**src/rtl/div_sequencer.sv**
```systemverilog
// -----------------------------------------------------------------------------
// div_sequencer
// Iterative RV32M DIV/DIVU/REM/REMU controller. It borrows the EX-stage ALU
// subtractor one operation per cycle (abs of operands, 32 restoring-division
// steps, sign fix-up). It keeps its own remainder, quotient and divisor state.
//
// Ports:
//   clk          rising-edge clock
//   rst_n        synchronous active-low reset
//   start        request, sampled only in IDLE or DONE
//   op           funct3[1:0]: 00 DIV, 01 DIVU, 10 REM, 11 REMU
//   dividend     rs1 value, captured with start
//   divisor      rs2 value, captured with start
//   flush        synchronous abort (priority over start)
//   busy         high while the sequence runs (pipeline stall)
//   done         one-cycle pulse, result valid in the same cycle
//   result       quotient or remainder, held until the next completion
//   alu_a/alu_b  ALU operands driven by this block
//   alu_control  ALU opcode: 0001 subtract, 1111 pass-a
//   alu_out      combinational ALU result
// -----------------------------------------------------------------------------
module div_sequencer #(
    parameter int XLEN = 32
) (
    input  logic            clk,
    input  logic            rst_n,
    input  logic            start,
    input  logic [1:0]      op,
    input  logic [XLEN-1:0] dividend,
    input  logic [XLEN-1:0] divisor,
    input  logic            flush,
    output logic            busy,
    output logic            done,
    output logic [XLEN-1:0] result,
    output logic [XLEN-1:0] alu_a,
    output logic [XLEN-1:0] alu_b,
    output logic [3:0]      alu_control,
    input  logic [XLEN-1:0] alu_out
);

    typedef enum logic [2:0] {
        ST_IDLE  = 3'd0,
        ST_ABS_A = 3'd1,
        ST_ABS_B = 3'd2,
        ST_ITER  = 3'd3,
        ST_FIX   = 3'd4,
        ST_DONE  = 3'd5
    } state_t;

    localparam logic [3:0] ALU_SUB  = 4'b0001;
    localparam logic [3:0] ALU_PASS = 4'b1111;
    localparam logic [4:0] CNT_LAST = 5'd31;

    state_t          state_r;
    logic [1:0]      op_r;
    logic [XLEN-1:0] dividend_r;   // becomes |dividend| after ABS_A
    logic [XLEN-1:0] divisor_r;    // becomes |divisor| after ABS_B
    logic [XLEN-1:0] rem_r;
    logic [XLEN-1:0] quo_r;
    logic [4:0]      cnt_r;
    logic            a_neg_r;      // original dividend sign
    logic            b_neg_r;      // original divisor sign
    logic            busy_r;
    logic            done_r;
    logic [XLEN-1:0] result_r;

    logic            sgn_s;
    logic            s_top_s;
    logic [XLEN-1:0] s_low_s;
    logic            accept_s;
    logic [XLEN-1:0] fix_val_s;
    logic            fix_neg_s;

    assign busy   = busy_r;
    assign done   = done_r;
    assign result = result_r;

    // Datapath decode for the current iteration and fix-up step.
    always_comb begin
        sgn_s     = ~op_r[0];
        // Partial remainder S = {R, Q[31]} is 33 bits; the top bit lives apart.
        s_top_s   = rem_r[XLEN-1];
        s_low_s   = {rem_r[XLEN-2:0], quo_r[XLEN-1]};
        // A wrapped subtraction shows up as alu_out > S; with S[32] set the
        // true S always covers the divisor.
        accept_s  = s_top_s | ~(alu_out > s_low_s);
        fix_val_s = op_r[1] ? rem_r : quo_r;
        if (op_r[1]) begin
            fix_neg_s = sgn_s & a_neg_r;
        end else begin
            fix_neg_s = sgn_s & (a_neg_r ^ b_neg_r);
        end
    end

    // ALU operand and opcode selection by state.
    always_comb begin
        alu_a       = {XLEN{1'b0}};
        alu_b       = {XLEN{1'b0}};
        alu_control = ALU_PASS;
        case (state_r)
            ST_ABS_A: begin
                alu_control = ALU_SUB;
                alu_b       = dividend_r;
            end
            ST_ABS_B: begin
                alu_control = ALU_SUB;
                alu_b       = divisor_r;
            end
            ST_ITER: begin
                alu_control = ALU_SUB;
                alu_a       = s_low_s;
                alu_b       = divisor_r;
            end
            ST_FIX: begin
                alu_control = ALU_SUB;
                alu_b       = fix_val_s;
            end
            default: begin
                alu_control = ALU_PASS;
                alu_a       = {XLEN{1'b0}};
                alu_b       = {XLEN{1'b0}};
            end
        endcase
    end

    // Sequencer FSM with registered busy/done/result.
    always_ff @(posedge clk) begin
        if (!rst_n) begin
            state_r    <= ST_IDLE;
            op_r       <= 2'b00;
            dividend_r <= {XLEN{1'b0}};
            divisor_r  <= {XLEN{1'b0}};
            rem_r      <= {XLEN{1'b0}};
            quo_r      <= {XLEN{1'b0}};
            cnt_r      <= 5'd0;
            a_neg_r    <= 1'b0;
            b_neg_r    <= 1'b0;
            busy_r     <= 1'b0;
            done_r     <= 1'b0;
            result_r   <= {XLEN{1'b0}};
        end else if (flush) begin
            state_r <= ST_IDLE;
            busy_r  <= 1'b0;
            done_r  <= 1'b0;
        end else begin
            case (state_r)
                ST_IDLE, ST_DONE: begin
                    if (start) begin
                        op_r       <= op;
                        dividend_r <= dividend;
                        divisor_r  <= divisor;
                        a_neg_r    <= dividend[XLEN-1];
                        b_neg_r    <= divisor[XLEN-1];
                        if (divisor == {XLEN{1'b0}}) begin
                            // RISC-V defined divide-by-zero results.
                            result_r <= op[1] ? dividend : {XLEN{1'b1}};
                            state_r  <= ST_DONE;
                            busy_r   <= 1'b0;
                            done_r   <= 1'b1;
                        end else begin
                            state_r  <= ST_ABS_A;
                            busy_r   <= 1'b1;
                            done_r   <= 1'b0;
                        end
                    end else begin
                        state_r <= ST_IDLE;
                        busy_r  <= 1'b0;
                        done_r  <= 1'b0;
                    end
                end
                ST_ABS_A: begin
                    if (sgn_s && dividend_r[XLEN-1]) begin
                        dividend_r <= alu_out;
                    end else begin
                        dividend_r <= dividend_r;
                    end
                    state_r <= ST_ABS_B;
                end
                ST_ABS_B: begin
                    if (sgn_s && divisor_r[XLEN-1]) begin
                        divisor_r <= alu_out;
                    end else begin
                        divisor_r <= divisor_r;
                    end
                    rem_r   <= {XLEN{1'b0}};
                    quo_r   <= dividend_r;   // dividend bits shift out of Q
                    cnt_r   <= 5'd0;
                    state_r <= ST_ITER;
                end
                ST_ITER: begin
                    rem_r <= accept_s ? alu_out : s_low_s;
                    quo_r <= {quo_r[XLEN-2:0], accept_s};
                    cnt_r <= cnt_r + 5'd1;
                    if (cnt_r == CNT_LAST) begin
                        state_r <= ST_FIX;
                    end else begin
                        state_r <= ST_ITER;
                    end
                end
                ST_FIX: begin
                    result_r <= fix_neg_s ? alu_out : fix_val_s;
                    state_r  <= ST_DONE;
                    busy_r   <= 1'b0;
                    done_r   <= 1'b1;
                end
                default: begin
                    state_r <= ST_IDLE;
                    busy_r  <= 1'b0;
                    done_r  <= 1'b0;
                end
            endcase
        end
    end

endmodule

```
**config.mk**
```make
export PLATFORM = sky130hd
export DESIGN_NAME = div_sequencer
export DESIGN_NICKNAME = d
export VERILOG_FILES = /design/src/rtl/div_sequencer.sv
export SDC_FILE = /design/constraint.sdc
export NUM_CORES = 1
export LEC_CHECK = 0
export CORE_AREA = 2 2 159 161
export CTS_BUF_LIST = sky130_fd_sc_hd__clkbuf_16
export DETAILED_ROUTE_END_ITERATION = 16
export DIE_AREA = 0 0 161 163
export GPL_ROUTABILITY_DRIVEN = 0
export PLACE_DENSITY = 0.68
export SLEW_MARGIN = 20
export SYNTH_ARGS = -nofsm -noshare
export SYNTH_HDL_FRONTEND = slang
export SYNTH_SLANG_ARGS = --single-unit
```
**constraint.sdc**
```tcl
create_clock -name clk -period 3 [get_ports clk]
set_input_delay 0.3 -clock clk [delete_from_list [all_inputs] [get_ports clk]]
set_output_delay 0.3 -clock clk [all_outputs]
set_load 0.01 [all_outputs]
```
==> results of run 1 <==
worst register-to-register path, stage by stage, from the launching register on:
cell and delay (ns):
dfxtp_1 0.41, inv_1 0.09, ha_1 0.32, nand4_1 0.29
nor4_2 0.43, nor3b_2 0.30, o31ai_4 0.12, and2_1 0.18
buf_4 0.20, a311o_1 0.33
how the worst max path moves through the flow:
stage	endpoint	cells past startpoint	from
2_1_floorplan	rem_r[10]	10	rem_r[30]
3_3_place_gp	result[21]	9	divisor[15]
3_5_place_dp	rem_r[18]	9	alu_out[31]
4_1_cts	alu_a[1]	7	state_r[0]
5_1_grt	alu_a[3]	7	state_r[0]
6_report	alu_a[3]	7	state_r[0]
stage by stage:
stage / area (um2) / instances / setup TNS [ns] / total power (uW)
floorplan: 10680 / 1237 / 0 / 2924
global placement: 13400 / 1742 / 0 / 3307
detailed placement: 13400 / 1742 / -0.09303 / 3317
CTS: 14040 / 1774 / 0 / 5723
global route: 14060 / 1774 / 0 / 5890
finish: 14060 / 1774 / 0 / 5708
power by group:
group / switching, uW / internal (uW)
registers: 52.1 / 2390
clock network: 1020 / 1410
logic: 425 / 416
cells by family (layout without fill, tap and decap cells):
kind of cell    Yosys count  in the layout
buf+inv                 151            358
other cells               1              1
compound gates          342            342
mux                     159            159
simple gates            373            373
flops                   174            174
xor+xnor                  2              2
fa+ha+maj                35             35
cell usage after synthesis, types with 7 or more instances:
library cell,n
a21oi_1,49
o211ai_1,34
nand4_1,10
nand3_1,9
nand3b_1,34
clkbuf_1,77
a21boi_0,37
buf_4,7
o211a_1,96
nor2_1,46
nand2_1,205
a311o_1,32
and3_1,36
inv_1,33
nor4_1,11
o21ai_0,40
buf_2,29
a22oi_1,32
ha_1,34
mux2_2,64
nor2b_1,7
mux2i_1,95
dfxtp_1,174
cell type report:
| cell class | count | share of cell area |
|---|---|---|
| Clock buffer | 17 | 0.03027 |
| Timing Repair Buffer | 292 | 0.1949 |
| Inverter | 34 | 0.009080 |
| Clock inverter | 15 | 0.01478 |
| Multi-Input combinational cell | 912 | 0.4737 |
| Sequential cell | 174 | 0.2479 |
| Tap cell | 330 | 0.02938 |
sequential cells by signal, indices dropped and copies added, names as in the netlist:
register	flops
divisor_r	32
result	32
dividend_r	32
b_neg_r	1
busy	1
done	1
cnt_r	5
rem_r	32
quo_r	32
op_r	2
a_neg_r	1
state_r	3
layer usage:
metal  up-vias  global-route usage
li1       4909                   -
met1      4961              0.3626
met2       389              0.4487
met3        43             0.04889
met4         0             0.06899
met5         -                   0
timing repair:
action | CTS | global route
endpoints found under the hold margin | 0 | 0
resized for setup | 1 | 5
endpoints found under the setup margin | 1 | 32
cell usage in the layout, fill, tap and decap left out, types with 3 or more instances in the layout:
| master | count |
|---|---|
| a21boi_0 | 37 |
| a21boi_1 | 3 |
| a21o_1 | 5 |
| a21oi_1 | 49 |
| a22oi_1 | 32 |
| a311o_1 | 32 |
| and3_1 | 36 |
| buf_12 | 3 |
| buf_4 | 87 |
| bufinv_16 | 4 |
| clkbuf_16 | 17 |
| clkdlybuf4s50_1 | 201 |
| dfxtp_1 | 173 |
| ha_1 | 34 |
| inv_1 | 33 |
| inv_6 | 4 |
| mux2_2 | 64 |
| mux2i_1 | 95 |
| nand2_1 | 204 |
| nand2b_1 | 3 |
| nand3_1 | 9 |
| nand3b_1 | 34 |
| nand4_1 | 10 |
| nor2_1 | 40 |
| nor2_4 | 5 |
| nor2b_1 | 4 |
| nor3_1 | 5 |
| nor4_1 | 11 |
| o211a_1 | 96 |
| o211ai_1 | 34 |
| o21ai_0 | 39 |
==> impl_metrics.ini, run 1 <==
[outcome]
outcome = complete, no violations

[worst_setup_path]
worst_path_cell_trace = buf_8 -> nor2b_4 -> buf_4 -> nand2_1 -> buf_4 -> nor2_1 -> clkdlybuf4s50_1
timing.setup.critical_path_class = reg2out
setup.worst_path.end_class = primary output
cp.buffers_inverters = 4
worst_path_max_delay_cell = clkdlybuf4s50_1
timing.rr.end = rem_r[18]
cp_common_cell = buf_4
slowest_delay_ns = 0.57
r2r_setup_slack_ns = 0.21
cp.arrival_ns = 2.53
critPathTopFamily = buffers and inverters
crit_fanout = 19
worst_r2r_startpoint = rem_r[30]
worstSetupStartpointType = register
rr_worst_depth = 9
cp_data_required_time_ns = 2.70

[synth]
yosys.area_share.xor_xnor = 0.001640
synth_compound_gate_area_share = 0.2522
synth_area_mm2 = 0.01068
postSynthCellCount = 1237
synthesis.nets = 1373
synth_edf_count = 0
synth_top_cells_by_area = dfxtp_1 (33%), o211a_1 (9.0%), mux2i_1 (8.9%)
syn_area_per_cell_um2 = 8.634
synth_sequential_area_ratio = 0.3261
synth_top_family_by_area = compound AO/OA/AOI/OAI gates
yosysTopAreaCellShare = 0.3261
synth.area.mux_share = 0.1565
synthAdderAreaFrac = 0.04077
proportion_of_synthesized_flip_flops_having_asynchronous_set_or_reset = 0
synth_simple_gate_area_frac = 0.1634
postSynth.topFlopCell = dfxtp_1
ys_ff_latch = 174
synth_warnings = 0
synthDominantAreaCellType = dfxtp_1
number_of_distinct_library_cells_after_synthesis = 51

[flow_run]
maxCapViolations = 0

[layout]
final.fill_count = 2230
final_layout_size_suffix_gt1_frac = 0.1420
area_delta_synth_final_pct = 31.61
utilization = 0.5697
antenna_cells = 0
combined_area_of_the_multi_input_logic_cells_mm2 = 0.006658
nets = 1567
layout.area.seq_mm2 = 0.003485

[clocking]
htreeDepth = 4
ctsLongestPathBuffers = 2
clock_latency_of_the_later_clocked_register_in_the_worst_skew_pair_ns = 0.43
post_cts_setup_repair_buffer_count = 0
tritoncts = done
cts.reportedPaths.clkPinSlew_ns = 0.06
clockRootBuffer = clkbuf_16
cts_buffers = 17
ctsHoldBuffers = 0
clkSinkCount = 174

[detailed_routing]
drt-initial-drc-count = 901
wl_met1_mm = 16.30
route.vias.total = 10302
drt_pre_antenna_iters = 5
dr_wl_met3_mm = 2.376
highest_layer = met4
routed_wl_mm = 35.72
drt-wirelength-per-cell_um = 20.13
drt_drc_violations_left = 0
met2RoutedLength_mm = 16.53
drtAntennaViolNets = 0
vias_per_cell = 5.807

[grt]
grt-ovfl-total = 0
antenna_found_initial = 0
first_global_vias = 10156
grt_first_pass_wirelength_mm = 56.35
grt_start_max_net_pins = 170
gr-usage-all-layers = 0.2699

[worst_hold_path]
worst_hold_path_type = in2reg
timing.hold.worst.start = rst_n
whs_path_depth = 3
worstHoldEndpoint = busy

[placed_design]
place_hpwl_mm = 25.44
place_worst_setup_slack_ns = -0.02134
port-buffer-count = 202

[floorplanning]
die_area_mm2 = 0.02624
core_area_mm2 = 0.02467
start_util = 0.4329
die_height_um = 163
num_rows = 58
io-pin-count = 204
die_w_um = 161

[timing]
worst-slew-pin-transition_ns = 0.7444
layout_setup_ws_ns = 0.1656
hold_violations = 0
fin_worst_hold_slack_ns = 0.4127
timing.final.crit_share = 0.9448
max_slew_violation_count = 0
fmaxAchievable_mhz = 352.8
timing.slew.headroom = 0.5037
grt_setup_unrepaired = false
setup_viol = 0
final_period_minus_worst_setup_slack_ns = 2.834
setup_skew_after_layout_ns = 0.01097

[pwr]
power.ir.vdd_worst_v = 0.0002705
power-per-cell-area_mw_per_mm2 = 406.1
leakage_uw = 0.005976
(Power assumes the default switching activity.)
==> run 2: changes to the inputs <==
--- a/config.mk
+++ b/config.mk
@@ -5,12 +5,14 @@
 export SDC_FILE = /design/constraint.sdc
 export NUM_CORES = 1
 export LEC_CHECK = 0
-export CORE_AREA = 2 2 159 161
+export ABC_CLOCK_PERIOD_IN_PS = 3000
+export CORE_AREA = 10 10 167 169
 export CTS_BUF_LIST = sky130_fd_sc_hd__clkbuf_16
 export DETAILED_ROUTE_END_ITERATION = 16
-export DIE_AREA = 0 0 161 163
+export DIE_AREA = 0 0 177 179
 export GPL_ROUTABILITY_DRIVEN = 0
 export PLACE_DENSITY = 0.68
+export SETUP_SLACK_MARGIN = 0.05
 export SLEW_MARGIN = 20
 export SYNTH_ARGS = -nofsm -noshare
 export SYNTH_HDL_FRONTEND = slang
==> run 2 against run 1 <==
  * Final area fell by 0.24%
  * Register-to-register slack improved by 0.05 ns
  * Sequential cell count did not move
  * Routed wire length rose by 3.9%
  * Die area rose by 21%
==> impl_metrics.ini, run 2 (synthesized netlist as in run 1, its figures left out) <==
[outcome]
outcome = complete, no violations

[detailed_routing]
vias_per_cell = 5.816
routed_wl_mm = 37.10
drt-initial-drc-count = 885
drt-wirelength-per-cell_um = 20.90
drt_drc_violations_left = 0
drt_pre_antenna_iters = 5
route.vias.total = 10324
drtAntennaViolNets = 0

[timing]
layout_setup_ws_ns = 0.2468
setup_skew_after_layout_ns = 0.01289
final_period_minus_worst_setup_slack_ns = 2.753
timing.final.crit_share = 0.9177
timing.slew.headroom = 0.4749
fmaxAchievable_mhz = 363.2
setup_viol = 0
max_slew_violation_count = 0
worst-slew-pin-transition_ns = 0.7876
hold_violations = 0
fin_worst_hold_slack_ns = 0.3698
grt_setup_unrepaired = false
tns_ns = 0

[worst_setup_path]
setup.worst_path.end_class = primary output
cp_data_required_time_ns = 2.70
cp.arrival_ns = 2.45
timing.setup.critical_path_class = reg2out
crit_fanout = 18
worstSetupStartpointType = register

[clocking]
tritoncts = done
clock_latency_of_the_later_clocked_register_in_the_worst_skew_pair_ns = 0.44
cts_buffers = 17
htreeDepth = 4
clockRootBuffer = clkbuf_16
cts.reportedPaths.clkPinSlew_ns = 0.07
ctsHoldBuffers = 0
clkSinkCount = 174
post_cts_setup_repair_buffer_count = 0
ctsLongestPathBuffers = 2

[grt]
grt-ovfl-total = 0
grt_first_pass_wirelength_mm = 57.19
first_global_vias = 10123
antenna_found_initial = 0
gr-usage-all-layers = 0.2267
grt_start_max_net_pins = 170

[worst_hold_path]
worst_hold_path_type = in2reg

[floorplanning]
die_area_mm2 = 0.03168
core_area_mm2 = 0.02475
die_w_um = 177
io-pin-count = 204
num_rows = 58
die_height_um = 179
start_util = 0.4316

[layout]
layout_commonest_cell = nand2_1
final_layout_size_suffix_gt1_frac = 0.1433
area_delta_synth_final_pct = 31.29
nets = 1568
antenna_cells = 0
layout_common_cells = nand2_1 (204), clkdlybuf4s50_1 (201), dfxtp_1 (172), o211a_1 (96), mux2i_1 (95)

[pwr]
power.ir.vdd_worst_v = 0.0003219
power-per-cell-area_mw_per_mm2 = 396.5
leakage_uw = 0.005975

[placed_design]
place_hpwl_mm = 26.68
place_worst_setup_slack_ns = 0.03498
port-buffer-count = 202

[flow_run]
maxCapViolations = 0
[run 2: per-layer routing]
layer	vias to the layer above	track usage	wire length, um
li1	4914	-	-
met1	4992	0.2921	16580
met2	385	0.3783	17460
met3	33	0.04570	2514
met4	0	0.05954	546
met5	-	0	0
[run 2: area by class of cell]
class / count / area (um2)
Timing Repair Buffer: 293 / 2765
Clock inverter: 15 / 160.2
Inverter: 34 / 127.6
Tap cell: 330 / 412.9
Fill cell: 2211 / 10720
Clock buffer: 17 / 425.4
Sequential cell: 174 / 3486
Multi-Input combinational cell: 912 / 6645
[run 2: timing repair]
item / in CTS / in global routing
endpoints found under the hold margin: 0 / 0
endpoints found under the setup margin: 0 / 3
gates resized for setup: 0 / 1
[run 2: power breakdown]
group          switching [uW]  total, uW  internal (uW)
sequential               53.5       2440           2390
clock                    1040       2290           1240
combinational             419        834            415
[run 2: worst max-delay path, stage by stage (launching register included)]
cell and delay, ns:
dfxtp_2 0.43, inv_2 0.13, nor2_2 0.12, buf_4 0.27, a22oi_1 0.10, o21ai_0 0.27, buf_4 0.16, clkdlybuf4s50_1 0.52
[run 2: stage by stage]
step                power [uW]  instances  area [um2]    util
floorplan                 2924       1237       10680       -
global placement          3304       1743       13440  0.5429
detailed placement        3315       1743       13440  0.5429
CTS                       5571       1775       14020  0.5666
global route              5734       1775       14020  0.5666
finish                    5560       1775       14020  0.5666
[run 2: worst paths after layout]
path              startpoint   endpoint  slack (ns)  cells past startpoint
setup / recovery  state_r[2]  alu_b[18]        0.25                      7
hold / removal         rst_n       busy        0.37                      3
setup reg to reg   rem_r[14]  rem_r[21]        0.26                      9
hold reg to reg    result[1]  result[1]        0.46                      2
==> run 3: changes to the inputs <==
--- a/config.mk
+++ b/config.mk
@@ -13,7 +13,6 @@
 export GPL_ROUTABILITY_DRIVEN = 0
 export PLACE_DENSITY = 0.68
 export SETUP_SLACK_MARGIN = 0.05
-export SLEW_MARGIN = 20
 export SYNTH_ARGS = -nofsm -noshare
 export SYNTH_HDL_FRONTEND = slang
 export SYNTH_SLANG_ARGS = --single-unit
==> results of run 3 <==
Final layout, timing and power as in run 2 (identical DEF).
